**src/rtl/simple_fifo_16to32_if.sv**
```systemverilog
// rtl/simple_fifo_16to32_if.sv - request/status bundle for the 16-to-32 width-converting FIFO
interface simple_fifo_16to32_if;
    logic        read;
    logic        write;
    logic [15:0] d_in;
    logic [31:0] d_out;
    logic        full;
    logic        empty;
    logic        word_avail;
    logic        wr_ack;
    logic        wr_err;
    logic        rd_ack;
    logic        rd_err;
    logic [4:0]  data_count;

    modport master (
        output read, write, d_in,
        input  d_out, full, empty, word_avail,
        input  wr_ack, wr_err, rd_ack, rd_err, data_count
    );

    modport slave (
        input  read, write, d_in,
        output d_out, full, empty, word_avail,
        output wr_ack, wr_err, rd_ack, rd_err, data_count
    );
endinterface

```
**src/rtl/simple_fifo_16to32.sv**
```systemverilog
// rtl/simple_fifo_16to32.sv - 16-entry halfword-in, word-out synchronous FIFO
module simple_fifo_16to32 (
    input  logic                 clk,
    input  logic                 rst_n,
    simple_fifo_16to32_if.slave  bus
);

    typedef enum logic [2:0] {
        INIT     = 3'b000,
        NO_OP    = 3'b001,
        READ     = 3'b010,
        RD_ERROR = 3'b011,
        WRITE    = 3'b100,
        WR_ERROR = 3'b101
    } state_t;

    state_t      state;
    state_t      next_state;
    logic [15:0] mem [0:15];
    logic [3:0]  head;
    logic [3:0]  head_p1;
    logic [3:0]  tail;
    logic [4:0]  data_count;
    logic        is_full;
    logic        has_word;
    logic        do_write;
    logic        do_read;
    logic        wr_ack;
    logic        wr_err;
    logic        rd_ack;
    logic        rd_err;

    assign is_full  = (data_count == 5'd16);
    assign has_word = (data_count >= 5'd2);
    assign head_p1  = head + 4'd1;

    // Decode the request pair against the current fill level; 11 is a deliberate NOP.
    always_comb begin
        next_state = NO_OP;
        do_write   = 1'b0;
        do_read    = 1'b0;
        case ({bus.read, bus.write})
            2'b01: begin
                if (is_full) begin
                    next_state = WR_ERROR;
                end else begin
                    next_state = WRITE;
                    do_write   = 1'b1;
                end
            end
            2'b10: begin
                if (has_word) begin
                    next_state = READ;
                    do_read    = 1'b1;
                end else begin
                    next_state = RD_ERROR;
                end
            end
            default: next_state = NO_OP;
        endcase
    end

    // State register, pointers and fill count; reset empties the FIFO immediately.
    always_ff @(posedge clk or negedge rst_n) begin
        if (!rst_n) begin
            state      <= INIT;
            head       <= 4'd0;
            tail       <= 4'd0;
            data_count <= 5'd0;
        end else begin
            state <= next_state;
            if (do_write) begin
                tail       <= tail + 4'd1;
                data_count <= data_count + 5'd1;
            end else if (do_read) begin
                head       <= head + 4'd2;
                data_count <= data_count - 5'd2;
            end
        end
    end

    // Halfword storage is not reset; only accepted writes touch it.
    always_ff @(posedge clk) begin
        if (do_write) begin
            mem[tail] <= bus.d_in;
        end
    end

    // Ack/err flags report the previous edge's outcome, so they decode from the registered state.
    always_comb begin
        wr_ack = 1'b0;
        wr_err = 1'b0;
        rd_ack = 1'b0;
        rd_err = 1'b0;
        case (state)
            WRITE:    wr_ack = 1'b1;
            WR_ERROR: wr_err = 1'b1;
            READ:     rd_ack = 1'b1;
            RD_ERROR: rd_err = 1'b1;
            default: ;
        endcase
    end

    assign bus.d_out      = {mem[head], mem[head_p1]};
    assign bus.full       = is_full;
    assign bus.empty      = (data_count == 5'd0);
    assign bus.word_avail = has_word;
    assign bus.data_count = data_count;
    assign bus.wr_ack     = wr_ack;
    assign bus.wr_err     = wr_err;
    assign bus.rd_ack     = rd_ack;
    assign bus.rd_err     = rd_err;

endmodule

```
**src/flat_wrapper.sv**
```systemverilog
// flat-port wrapper written by rule: the top's interface ports become plain ports
module simple_fifo_16to32_flat 
  (clk, rst_n, bus_read, bus_write, bus_d_in, bus_d_out, bus_full, bus_empty, bus_word_avail, bus_wr_ack, bus_wr_err, bus_rd_ack, bus_rd_err, bus_data_count);
  simple_fifo_16to32_if bus_i ();
  input  logic clk;
  input  logic rst_n;
  input wire logic [$bits(bus_i.read)-1:0] bus_read;
  input wire logic [$bits(bus_i.write)-1:0] bus_write;
  input wire logic [$bits(bus_i.d_in)-1:0] bus_d_in;
  output wire logic [$bits(bus_i.d_out)-1:0] bus_d_out;
  output wire logic [$bits(bus_i.full)-1:0] bus_full;
  output wire logic [$bits(bus_i.empty)-1:0] bus_empty;
  output wire logic [$bits(bus_i.word_avail)-1:0] bus_word_avail;
  output wire logic [$bits(bus_i.wr_ack)-1:0] bus_wr_ack;
  output wire logic [$bits(bus_i.wr_err)-1:0] bus_wr_err;
  output wire logic [$bits(bus_i.rd_ack)-1:0] bus_rd_ack;
  output wire logic [$bits(bus_i.rd_err)-1:0] bus_rd_err;
  output wire logic [$bits(bus_i.data_count)-1:0] bus_data_count;
  assign bus_i.read = bus_read;
  assign bus_i.write = bus_write;
  assign bus_i.d_in = bus_d_in;
  assign bus_d_out = bus_i.d_out;
  assign bus_full = bus_i.full;
  assign bus_empty = bus_i.empty;
  assign bus_word_avail = bus_i.word_avail;
  assign bus_wr_ack = bus_i.wr_ack;
  assign bus_wr_err = bus_i.wr_err;
  assign bus_rd_ack = bus_i.rd_ack;
  assign bus_rd_err = bus_i.rd_err;
  assign bus_data_count = bus_i.data_count;
  simple_fifo_16to32 u_core (.clk(clk), .rst_n(rst_n), .bus(bus_i));
endmodule
```
**config.mk**
```make
export PLATFORM = sky130hd
export DESIGN_NAME = simple_fifo_16to32_flat
export DESIGN_NICKNAME = d
export VERILOG_FILES = /design/src/rtl/simple_fifo_16to32_if.sv /design/src/rtl/simple_fifo_16to32.sv /design/src/flat_wrapper.sv
export SDC_FILE = /design/constraint.sdc
export NUM_CORES = 1
export LEC_CHECK = 0
export ABC_AREA = 1
export CAP_MARGIN = 20
export CORE_MARGIN = 5
export CORE_UTILIZATION = 48
export CTS_CLUSTER_SIZE = 28
export DETAILED_ROUTE_END_ITERATION = 10
export HOLD_SLACK_MARGIN = 0.05
export MAX_ROUTING_LAYER = met4
export PLACE_DENSITY = 0.69
export SLEW_MARGIN = 20
export SYNTH_ARGS = -nofsm -noshare
export SYNTH_HDL_FRONTEND = slang
export SYNTH_SLANG_ARGS = --single-unit
```
**constraint.sdc**
```tcl
create_clock -name clk -period 2.53 [get_ports clk]
set_clock_uncertainty 0.2 [all_clocks]
set_input_delay 0.506 -clock clk [delete_from_list [all_inputs] [get_ports clk]]
set_output_delay 0.506 -clock clk [all_outputs]
set_load 0.02 [all_outputs]
```
==> impl_metrics.py, run 1 <==
metrics = {
    "status": {
        "status": "complete, but fails checks",
        "violations": "negative setup slack",
    },
    "synth": {
        "async_reset_ff_frac": 0.0554,
        "synth_top_area_share": 0.701,
        "ys_top_cells_by_count": "edfxtp_1, nor2_1, nand2_1",
        "synth_flop_cell": "edfxtp_1",
        "synthCells": 870,
        "synth.cell_area_um2": 11000,
        "ys_top_cells_by_area": "edfxtp_1, nor2_1, nand2_1, o21ai_0, o22ai_1",
        "yosysMostFrequentCell": "edfxtp_1",
        "ys_types": 28,
        "seq_area_frac_synth": 0.736,
        "syn_nets": 902,
        "yosys.area.top_type": "edfxtp_1",
        "yosys_warnings": 0,
        "synth_seq_cells": 271,
        "synth_enable_flop_cells": 256,
        "syn_area_per_cell_um2": 12.6,
    },
    "grt": {
        "grt_antenna_before_repair": 0,
        "grt_use_total": 0.208,
        "grt_overflow": 0,
        "grt_max_degree": 35,
        "grt_pass1_wl_um": 41400,
        "grt_pass1_vias": 7402,
    },
    "timing": {
        "final.min_clock_period_ns": 2.74,
        "fin_crit_sh": 1.08,
        "setup_viol": 32,
        "finalHoldViolations": 0,
        "finalHoldWorstSlack_ns": 0.0902,
        "rsz0062_at_grt": "yes",
        "layout_setup_ws_ns": -0.207,
        "tightest_slew_ns": 0.653,
        "relSlewSlack": 0.563,
        "finalMaxSlewViolations": 0,
        "max_freq_ghz": 0.365,
        "tns_ns": -3.81,
    },
    "critical_path": {
        "crit_arrival_ns": 2.03,
        "crit_path_end": "bus_d_out[31]",
        "worst_ep_required_time_ns": 1.82,
        "critPathLaunchType": "flip-flop",
        "rr_worst_depth": 8,
        "crit_path_start": "u_core.head[1]$_DFFE_PN0P_",
        "reg2reg_to": "u_core.mem[5][6]$_DFFE_PP_",
        "r2r_start": "u_core.bus.data_count[0]$_DFFE_PN0P_",
        "endpoint_kind": "primary output",
        "r2r_slack_ns": 0.49,
        "crit_type": "flip-flop to primary output",
        "worstPathMaxFanout": 12,
    },
    "drt": {
        "ant_nets": 0,
        "via_per_inst": 5.64,
        "dr.pass1.iters": 5,
        "wl_per_cell_um": 20.7,
        "routed_wl_um": 26600,
        "num_vias": 7256,
        "drcViolationCount": 0,
        "drt_iter0_markers": 662,
    },
    "clocking": {
        "clock_latency_ns": 0.53,
        "htree_levels": 1,
        "tritoncts": "built",
        "cts_sinks": 271,
        "cts_root_buf": "clkbuf_16",
        "clock_path_buffers": 3,
        "cts_hold_buffers": 0,
        "cts_made_buffers": 28,
        "clkTransAtPathRegs_ns": 0.06,
    },
    "final_layout": {
        "nets": 1014,
        "area_growth_pct": 27.6,
        "drive_gt1_frac": 0.243,
        "diodes": 0,
    },
    "floorplanning": {
        "core_area_um2": 22600,
        "num_rows": 55,
        "io_pins": 64,
        "dieArea_um2": 26000,
        "die_width_um": 161,
        "die_h_um": 161,
        "start_util": 0.486,
    },
    "power": {
        "irDropWorstVdd_mv": 0.596,
        "p_leak_uw": 0.00508,
        "p_per_area_nw_per_um2": 1200,
    },
    "min_path": {
        "worstHoldPathType": "primary input to async pin",
    },
    "place": {
        "dpl.hpwl_um": 15100,
        "io_buffers": 63,
        "gp_congestion": 0.838,
    },
    "run": {
        "maxCapViolCount": 0,
    },
}
==> how the worst min path moves through the flow <==
stage          slack [ns]  cells past startpoint                                    to                       start
2_1_floorplan        0.01                      0  u_core.bus.data_count[0]$_DFFE_PN0P_                       rst_n
3_3_place_gp         0.33                      1            u_core.tail[2]$_DFFE_PN0P_  u_core.tail[2]$_DFFE_PN0P_
3_5_place_dp         0.34                      1            u_core.tail[2]$_DFFE_PN0P_  u_core.tail[2]$_DFFE_PN0P_
4_1_cts              0.09                      2  u_core.bus.data_count[0]$_DFFE_PN0P_                       rst_n
5_1_grt              0.10                      2  u_core.bus.data_count[0]$_DFFE_PN0P_                       rst_n
6_report             0.09                      2  u_core.bus.data_count[0]$_DFFE_PN0P_                       rst_n
==> cells in the final DEF (no fill, tap or decap), types with 7 or more instances in the layout <==
cell type	instances
buf_12	28
buf_16	7
buf_4	28
buf_6	33
clkbuf_16	31
clkdlybuf4s50_1	24
dfrtp_1	12
edfxtp_1	256
ha_1	11
inv_1	19
nand2_1	129
nand2_2	17
nand3_1	9
nor2_1	124
nor2_2	21
o21ai_0	48
o21ai_1	49
o21ai_2	28
o22ai_1	52
o22ai_2	12
==> worst max-delay path, cell delays in order, from the launching register on <==
cell and delay (ns):
dfrtp_4 0.51, buf_8 0.18, buf_12 0.16, o21ai_1 0.09, o22ai_1 0.21, nand2_1 0.12, nand2_1 0.10, buf_6 0.12
==> registers in the layout, summed over array words and instances, names as in the netlist <==
signal and cells:
u_core.tail 4, u_core.head 3, u_core.state 3, u_core.bus.data_count 5
u_core.mem 256
==> per-layer routing <==
| layer | GRT usage | up-vias | wire length, um |
|---|---|---|---|
| li1 | - | 3352 | - |
| met1 | 0.275 | 3592 | 11000 |
| met2 | 0.347 | 277 | 13600 |
| met3 | 0.0265 | 35 | 1560 |
| met4 | 0.0531 | 0 | 478 |
| met5 | - | - | 0 |
==> per-stage QoR <==
| stage | setup slack (ns) | instance area, um2 | util | power [uW] | std cells |
|---|---|---|---|---|---|
| 2_1_floorplan | -0.0981 | 11000 | - | 9040 | 870 |
| 6_report | -0.207 | 14000 | 0.620 | 16800 | 1286 |
| 5_1_grt | -0.272 | 14000 | 0.620 | 17600 | 1286 |
| 3_3_place_gp | -0.0732 | 12400 | 0.549 | 11500 | 1224 |
| 4_1_cts | -0.181 | 13700 | 0.605 | 16300 | 1284 |
| 3_5_place_dp | -0.110 | 12400 | 0.549 | 11500 | 1224 |
==> power by group <==
group | total [uW] | switching [uW] | internal, uW | leakage (uW)
Combinational | 7430 | 4260 | 3170 | 0.00216
Clock | 3930 | 1640 | 2290 | 0.000436
Sequential | 5430 | 218 | 5210 | 0.00249
Total | 16800 | 6120 | 10700 | 0.00508
==> area by class of cell <==
| cell class | count | area [um2] |
|---|---|---|
| Fill cell | 1648 | 8580 |
| Sequential cell | 271 | 8070 |
| Multi-Input combinational cell | 526 | 2860 |
| Timing Repair Buffer | 131 | 1720 |
| Clock buffer | 31 | 733 |
| Tap cell | 285 | 357 |
| Clock inverter | 18 | 149 |
| Inverter | 24 | 103 |
==> cell families (layout without fill, tap and decap cells) <==
kind of cell	Yosys count	in the layout	synth area share
simple gates	312	312	0.112
flops	271	271	0.736
fa+ha+maj	12	12	0.0137
buf+inv	73	204	0.0365
compound gates	195	195	0.0963
xor+xnor	7	7	0.00559
==> timing repair <==
item	in CTS	in global routing
pin swaps	15	17
gates resized for setup	254	90
cloned	7	2
setup endpoints to repair	35	39
setup buffers	4	0
Power figures use the tool's default switching activity.
==> inputs of run 2 (changes only) <==
--- a/config.mk
+++ b/config.mk
@@ -14,7 +14,7 @@
 export HOLD_SLACK_MARGIN = 0.05
 export MAX_ROUTING_LAYER = met4
 export PLACE_DENSITY = 0.69
-export SLEW_MARGIN = 20
+export SLEW_MARGIN = 15
 export SYNTH_ARGS = -nofsm -noshare
 export SYNTH_HDL_FRONTEND = slang
 export SYNTH_SLANG_ARGS = --single-unit
==> constraint.sdc (replaced) <==
create_clock -name clk -period 2.3 [get_ports clk]
set_clock_uncertainty 0.2 [all_clocks]
set_input_delay 0.46 -clock clk [delete_from_list [all_inputs] [get_ports clk]]
set_output_delay 0.46 -clock clk [all_outputs]
set_load 0.02 [all_outputs]
==> run 2 against run 1 <==
The flow still finishes with violations (negative setup slack). Utilization is 0.38 points higher. Routed wire length is 1.8% lower. Worst setup slack got worse by 0.15 ns. Final cell count grew 1.0%. Via count is 0.87% lower.
==> impl_metrics.py, run 2 (synthesis gave the netlist of run 1 again) <==
metrics = {
    "grt": {
        "grt_use_total": 0.203,
        "grt_overflow": 0,
        "grt_pass1_wl_um": 40200,
        "met3_usage": 0.0288,
        "grt_antenna_before_repair": 0,
        "globalRouteMet2Util": 0.342,
        "grt_max_degree": 34,
        "grt_util_met1": 0.263,
        "grt_pass1_vias": 7243,
        "busiest_layer": "met2",
    },
    "final_layout": {
        "top_register": "u_core.mem",
        "biggestRegsByFlops": "u_core.mem x256, u_core.bus.data_count x5, u_core.tail x4",
        "final_util": 0.624,
        "nets": 1026,
        "drive_gt1_frac": 0.252,
        "diodes": 0,
        "final_common_cell": "edfxtp_1",
        "area_growth_pct": 28.4,
        "largest_reg_flops": 256,
        "layout_common_cells": "edfxtp_1, nand2_1, nor2_1",
    },
    "drt": {
        "drt_iter0_markers": 598,
        "drcViolationCount": 0,
        "via_per_inst": 5.54,
        "wl_per_cell_um": 20.1,
        "routed_wl_um": 26200,
        "num_vias": 7193,
        "ant_nets": 0,
        "dr.pass1.iters": 5,
    },
    "critical_path": {
        "endpoint_kind": "primary output",
        "crit_arrival_ns": 1.99,
        "crit_type": "flip-flop to primary output",
        "worst_ep_required_time_ns": 1.64,
        "worstPathMaxFanout": 8,
        "critPathLaunchType": "flip-flop",
    },
    "timing": {
        "finalMaxSlewViolations": 0,
        "tns_ns": -9.18,
        "tightest_slew_ns": 0.690,
        "finalHoldViolations": 0,
        "final.min_clock_period_ns": 2.65,
        "rsz0062_at_grt": "yes",
        "setup_viol": 32,
        "finalHoldWorstSlack_ns": 0.0730,
        "relSlewSlack": 0.538,
        "fin_crit_sh": 1.15,
        "layout_setup_ws_ns": -0.354,
        "max_freq_ghz": 0.377,
    },
    "place": {
        "gp_congestion": 0.835,
        "dpl.hpwl_um": 14800,
        "io_buffers": 63,
    },
    "status": {
        "status": "complete, but fails checks",
        "violations": "negative setup slack",
    },
    "floorplanning": {
        "io_pins": 64,
        "core_area_um2": 22600,
        "dieArea_um2": 26000,
        "die_h_um": 161,
        "start_util": 0.486,
        "die_width_um": 161,
        "num_rows": 55,
    },
    "clocking": {
        "htree_levels": 1,
        "cts_root_buf": "clkbuf_16",
        "clkTransAtPathRegs_ns": 0.06,
        "cts_sinks": 271,
        "clock_path_buffers": 3,
        "cts_made_buffers": 28,
        "clock_latency_ns": 0.53,
        "cts_hold_buffers": 0,
        "tritoncts": "built",
    },
    "power": {
        "irDropWorstVdd_mv": 0.585,
        "p_leak_uw": 0.00509,
        "p_per_area_nw_per_um2": 1320,
    },
    "min_path": {
        "worstHoldPathType": "primary input to async pin",
    },
    "run": {
        "maxCapViolCount": 0,
    },
}
[run 2: path summary, 6_finish.rpt]
kind | startpoint | cells after the start | end | slack (ns)
worst max-delay path | u_core.head[1]$_DFFE_PN0P_ | 8 | bus_d_out[30] | -0.35
max in group asynchronous | rst_n | 2 | u_core.bus.data_count[4]$_DFFE_PN0P_ | 1.30
worst min register to register | u_core.tail[2]$_DFFE_PN0P_ | 1 | u_core.tail[2]$_DFFE_PN0P_ | 0.36
worst max register to register | u_core.bus.data_count[0]$_DFFE_PN0P_ | 9 | u_core.mem[10][1]$_DFFE_PP_ | 0.26
min in group clk | u_core.tail[2]$_DFFE_PN0P_ | 1 | u_core.tail[2]$_DFFE_PN0P_ | 0.36
worst min-delay path | rst_n | 1 | u_core.tail[2]$_DFFE_PN0P_ | 0.07
[run 2: repair_timing]
action	4_1_cts	5_1_grt
buffers inserted	10	1
gates cloned	5	3
endpoints found under the setup margin	43	35
gates resized for setup	297	70
pin swaps	15	40
[run 2: worst max-delay path, cell delays in order (launching register included)]
cell       delay (ns)
dfrtp_4          0.53
clkinv_8         0.11
buf_8            0.12
clkbuf_16        0.16
nor2_1           0.05
o22ai_1          0.17
nand2_1          0.09
nand2_2          0.11
buf_6            0.12
[run 2: per-stage QoR]
step                total power, uW  cell area (um2)  worst slack [ns]  instances
detailed placement            12900            12500            -0.253       1230
global route                  19400            14100            -0.424       1299
global placement              12800            12500            -0.240       1230
floorplan                      9970            11000            -0.101        870
finish                        18500            14100            -0.354       1299
CTS                           18100            13800            -0.355       1295
[run 2: final cells by class]
type                       count  area [um2]
clock buffer                  41         801
multi-input combinational    526        2820
tap                          285         357
inverter                      24         103
sequential                   271        8070
fill                        1653        8500
timing repair buffer         143        1850
clock inverter                 9        71.3
[run 2: power by group]
group,switching (uW),total (uW),internal (uW)
sequential,215,5950,5740
clock,1750,4260,2510
combinational,4660,8310,3650
[run 2: routing by layer]
metal	up-vias	wire length [um]
li1	3373	-
met1	3542	10700
met2	241	13400
met3	37	1620
met4	0	423
met5	-	0
==> inputs of run 3 (changes only) <==
--- a/config.mk
+++ b/config.mk
@@ -13,7 +13,7 @@
 export DETAILED_ROUTE_END_ITERATION = 10
 export HOLD_SLACK_MARGIN = 0.05
 export MAX_ROUTING_LAYER = met4
-export PLACE_DENSITY = 0.69
+export PLACE_DENSITY = 0.66
 export SLEW_MARGIN = 15
 export SYNTH_ARGS = -nofsm -noshare
 export SYNTH_HDL_FRONTEND = slang
==> constraint.sdc (replaced) <==
create_clock -name clk -period 2.75 [get_ports clk]
set_clock_uncertainty 0.2 [all_clocks]
set_input_delay 0.55 -clock clk [delete_from_list [all_inputs] [get_ports clk]]
set_output_delay 0.55 -clock clk [all_outputs]
set_load 0.02 [all_outputs]
==> run 3 against run 2 <==
The flow still finishes with violations (negative setup slack). Largest cell class unchanged. Die area did not move. Highest routed layer unchanged. Register-to-register slack better by 0.30 ns. Worst setup slack better by 0.27 ns.
==> impl_metrics.py, run 3 (synthesis gave the netlist of run 1 again) <==
metrics = {
    "final_layout": {
        "n_fill_cell": 1654,
        "drive_gt1_frac": 0.219,
        "largest_reg_flops": 256,
        "area_growth_pct": 27.1,
        "biggestRegsByFlops": "u_core.mem x256, u_core.bus.data_count x5, u_core.tail x4",
        "diodes": 0,
        "multi_input_area_um2": 2760,
        "design_area_um2": 13900,
        "register_area_um2": 8070,
        "layout_common_cells": "edfxtp_1, nor2_1, nand2_1",
        "top_register": "u_core.mem",
        "final_common_cell": "edfxtp_1",
        "nets": 1012,
    },
    "critical_path": {
        "max_stage_delay_ns": 0.55,
        "slowest_stage": "dfrtp_4",
        "crit_buf_inv": 4,
        "crit_path_start": "u_core.head[1]$_DFFE_PN0P_",
        "worst_ep_required_time_ns": 2.00,
        "r2r_start": "u_core.bus.data_count[0]$_DFFE_PN0P_",
        "path_cells": "buf_6 > buf_12 > buf_16 > o21ai_1 > o22ai_1 > nand2_1 > nand2_2 > buf_6",
        "critPathLaunchType": "flip-flop",
        "crit_arrival_ns": 2.08,
        "cp_top_family": "buffers and inverters",
        "worstPathMaxFanout": 10,
        "crit_type": "flip-flop to primary output",
        "endpoint_kind": "primary output",
        "crit_path_frequent_cell": "buf_6",
    },
    "power": {
        "p_leak_uw": 0.00500,
        "power_uw": 15500,
        "p_per_area_nw_per_um2": 1110,
        "irDropWorstVdd_mv": 0.503,
    },
    "drt": {
        "dr.pass1.iters": 5,
        "drcViolationCount": 0,
        "num_vias": 7238,
        "ant_nets": 0,
        "drt_iter0_markers": 530,
        "routed_wl_um": 27300,
        "via_per_inst": 5.62,
        "wl_per_cell_um": 21.2,
    },
    "floorplanning": {
        "io_pins": 64,
        "die_h_um": 161,
        "dieArea_um2": 26000,
        "start_util": 0.486,
        "num_rows": 55,
        "die_width_um": 161,
        "core_area_um2": 22600,
    },
    "timing": {
        "finalMaxSlewViolations": 0,
        "tns_ns": -0.568,
        "layout_setup_ws_ns": -0.0793,
        "finalHoldWorstSlack_ns": 0.116,
        "final.min_clock_period_ns": 2.83,
        "tightest_slew_ns": 0.645,
        "rsz0062_at_grt": "yes",
        "setup_viol": 12,
        "max_freq_ghz": 0.353,
        "finalHoldViolations": 0,
        "fin_crit_sh": 1.03,
        "relSlewSlack": 0.569,
    },
    "run": {
        "maxCapViolCount": 0,
    },
    "place": {
        "dpl.hpwl_um": 14600,
        "io_buffers": 63,
        "post_dp_cell_area_um2": 12200,
        "gp_congestion": 0.821,
        "pre_cts_ws_ns": 0.0492,
    },
    "clocking": {
        "clock_path_buffers": 3,
        "cts_hold_buffers": 0,
        "cts_root_buf": "clkbuf_16",
        "htree_levels": 1,
        "cts_sinks": 271,
        "cts_made_buffers": 28,
        "clkTransAtPathRegs_ns": 0.06,
        "clock_latency_ns": 0.53,
        "tritoncts": "built",
    },
    "status": {
        "violations": "negative setup slack",
        "status": "complete, but fails checks",
    },
    "grt": {
        "grt_pass1_vias": 7135,
        "grt_max_degree": 41,
        "grt_pass1_wl_um": 41300,
        "grt_overflow": 0,
        "grt_use_total": 0.212,
        "grt_antenna_before_repair": 0,
    },
    "min_path": {
        "worstHoldPathType": "primary input to async pin",
    },
}
==> run 3: worst register-to-register path, stage by stage, from the launching register on <==
cell and delay [ns]:
dfrtp_1 0.43, inv_1 0.11, ha_1 0.25, nand3_4 0.12, nand2_4 0.08, nor2_1 0.17
inv_1 0.11, nor2_1 0.21, buf_12 0.21
==> run 3: final cells by class <==
cell class / instances / share of cell area
inverters: 24 / 0.00701
multi-input cells: 526 / 0.198
clock inverters: 22 / 0.0121
well taps: 285 / 0.0256
flip-flops and latches: 271 / 0.579
repair buffers: 129 / 0.126
clock buffers: 30 / 0.0524
==> run 3: routing by layer <==
metal,GRT usage,share of wire,up-vias
met5,-,0,-
met3,0.0281,0.054,38
met1,0.277,0.42,3575
li1,-,-,3358
met4,0.0609,0.019,0
met2,0.355,0.50,267
==> run 3: power breakdown <==
group,internal [uW],switching [uW]
Combinational,2950,3940
Clock,2110,1520
Sequential,4800,182
==> run 3: timing repair <==
action | 4_1_cts | 5_1_grt
setup buffers | 14 | 5
gates resized for setup | 235 | 106
pin swaps | 26 | 40
cloned | 13 | 1
setup endpoints to repair | 35 | 33
==> run 3: through the flow <==
stage	std cells	util
2_1_floorplan	870	-
3_3_place_gp	1210	0.542
3_5_place_dp	1210	0.542
4_1_cts	1289	0.610
5_1_grt	1287	0.617
6_report	1287	0.617
==> run 3: path summary, 6_finish.rpt <==
path / slack [ns] / depth (start not counted) / endpoint
max in group asynchronous: 1.74 / 2 / u_core.bus.data_count[2]$_DFFE_PN0P_
max reg2reg: 0.56 / 8 / u_core.mem[7][13]$_DFFE_PP_
min reg2reg: 0.36 / 1 / u_core.tail[2]$_DFFE_PN0P_
min in group clk: 0.36 / 1 / u_core.tail[2]$_DFFE_PN0P_
min: 0.12 / 1 / u_core.tail[1]$_DFFE_PN0P_
max: -0.08 / 8 / bus_d_out[27]
==> RTL change (settings of run 2) <==
Reset style: synchronous (`rst_n`), changed in one clocked block.
--- a/src/rtl/simple_fifo_16to32.sv
+++ b/src/rtl/simple_fifo_16to32.sv
@@ -61,7 +61,7 @@
     end
 
     // State register, pointers and fill count; reset empties the FIFO immediately.
-    always_ff @(posedge clk or negedge rst_n) begin
+    always_ff @(posedge clk) begin
         if (!rst_n) begin
             state      <= INIT;
             head       <= 4'd0;
Function: differs if rst_n is asserted again (counterexample within 4 cycles, from zero or initial values and one cycle with rst_n low); with rst_n held inactive, the same outputs for 10 cycles.
==> RTL change against run 2 <==
  * The flow still finishes with violations (negative setup slack)
  * Sequential cell count up 3
  * Area after synthesis up 1.1%
  * Design area up 1.4%
  * Sequential share of layout area down 0.83 points
  * Core utilization up 0.51 points
  * Critical path depth up 1
  * Hold slack better by 0.24 ns
  * Routed wire length up 2.5%
  * Worst setup slack better by 0.17 ns
  * Critical path type unchanged
  * Critical endpoint is now bus_d_out[24]
Power is not compared: it rests on default switching activity, and its combinational part moved more than twofold at a synthesized area within 25%.
==> RTL change: results <==
set metrics [dict create \
    status "finished, violations left" \
    violations "negative setup slack" \
    dpl.hpwl_mm 15.1 \
    synth-seq-area-share_pct 72.7 \
    first_pass_iters 7 \
    grt_pass1_wl_mm 40.3 \
    vias 7435 \
    place_inst 1275 \
    preCtsSetupSlack_ns -0.136 \
    ys_async_sr_fraction_pct 0 \
    syn-num-nets 953 \
    cp_slowest_cell "dfxtp_4" \
    synth_commonest_cells "256 x edfxtp_1, 190 x nor2_1, 149 x o21ai_0" \
    synth_compound_area_share_pct 9.59 \
    setup_viol 32 \
    worst_pin_slew_ns 0.705 \
    place.gp.congestion 0.823 \
    numCtsBuffers 29 \
    cp.arrival_ns 1.83 \
    fin_ws_ns -0.185 \
    grt_pass1_vias 7324 \
    postSynthAreaPerCell_um2 12.0 \
    synth.area.top_cells "edfxtp_1 69%, o21ai_0 6.7%, nor2_1 6.4%, nand2_1 4.5%, dfxtp_1 3.3%" \
    max_stage_delay_ns 0.44 \
    drt_iter0_markers 653 \
    finalNonFillerCells 1350 \
    min_path_type "flip-flop to flip-flop" \
]
-- RTL change: cell types whose count changed in the layout (fill, tap and decap cells not counted), sizes merged, moves of 9 or more --
cell,before,now
nor2,148,192
o21ai,131,163
o22ai,64,32
dfxtp,0,18
dfrtp,15,0
nand2,147,138
-- RTL change: worst paths after layout --
check	start	endpoint	cells after the start	slack, ns
setup reg to reg	u_core.bus.data_count[1]	u_core.mem[5][15]	9	0.29
hold reg to reg	u_core.tail[3]	u_core.tail[3]	2	0.31
hold / removal	u_core.tail[3]	u_core.tail[3]	2	0.31
setup / recovery	flip-flop	bus_d_out[24]	9	-0.19
-- RTL change: power by group --
part	switching (mW)	leakage (nW)	internal, mW
sequential	0.0631	2.46	5.51
combinational	1.09	2.24	0.856
clock	1.81	0.416	2.38
-- RTL change: what timing repair did --
action / in CTS / in global routing
pin swaps: 30 / 58
endpoints found under the hold margin: 0 / 0
buffers inserted: 3 / 6
gates cloned: 9 / 4
gates resized for setup: 365 / 65
setup endpoints to repair: 42 / 35
-- RTL change: routing by layer --
layer	GRT usage, %	part of all wire (%)
met1	26.3	41
met5	-	0
met4	4.42	1.8
met3	2.72	6.1
met2	34.1	51
-- RTL change: cell families (layout without fill, tap and decap cells) --
group / count (synthesis) / in the layout
AND/OR/NAND/NOR: 351 / 351
flip-flops: 274 / 274
AO/OA/AOI/OAI: 204 / 204
buffers and inverters: 76 / 219
adder cells (fa/ha/maj): 12 / 12
XOR/XNOR: 4 / 4
other: 0 / 1
-- RTL change: area by class of cell --
type,count,area [µm²]
clock inverters,13,65.1
well taps,285,357
repair buffers,139,1870
clock buffers,40,787
inverters,27,114
fillers,1670,8430
diodes,1,2.50
flip-flops and latches,274,8070
multi-input cells,571,3010
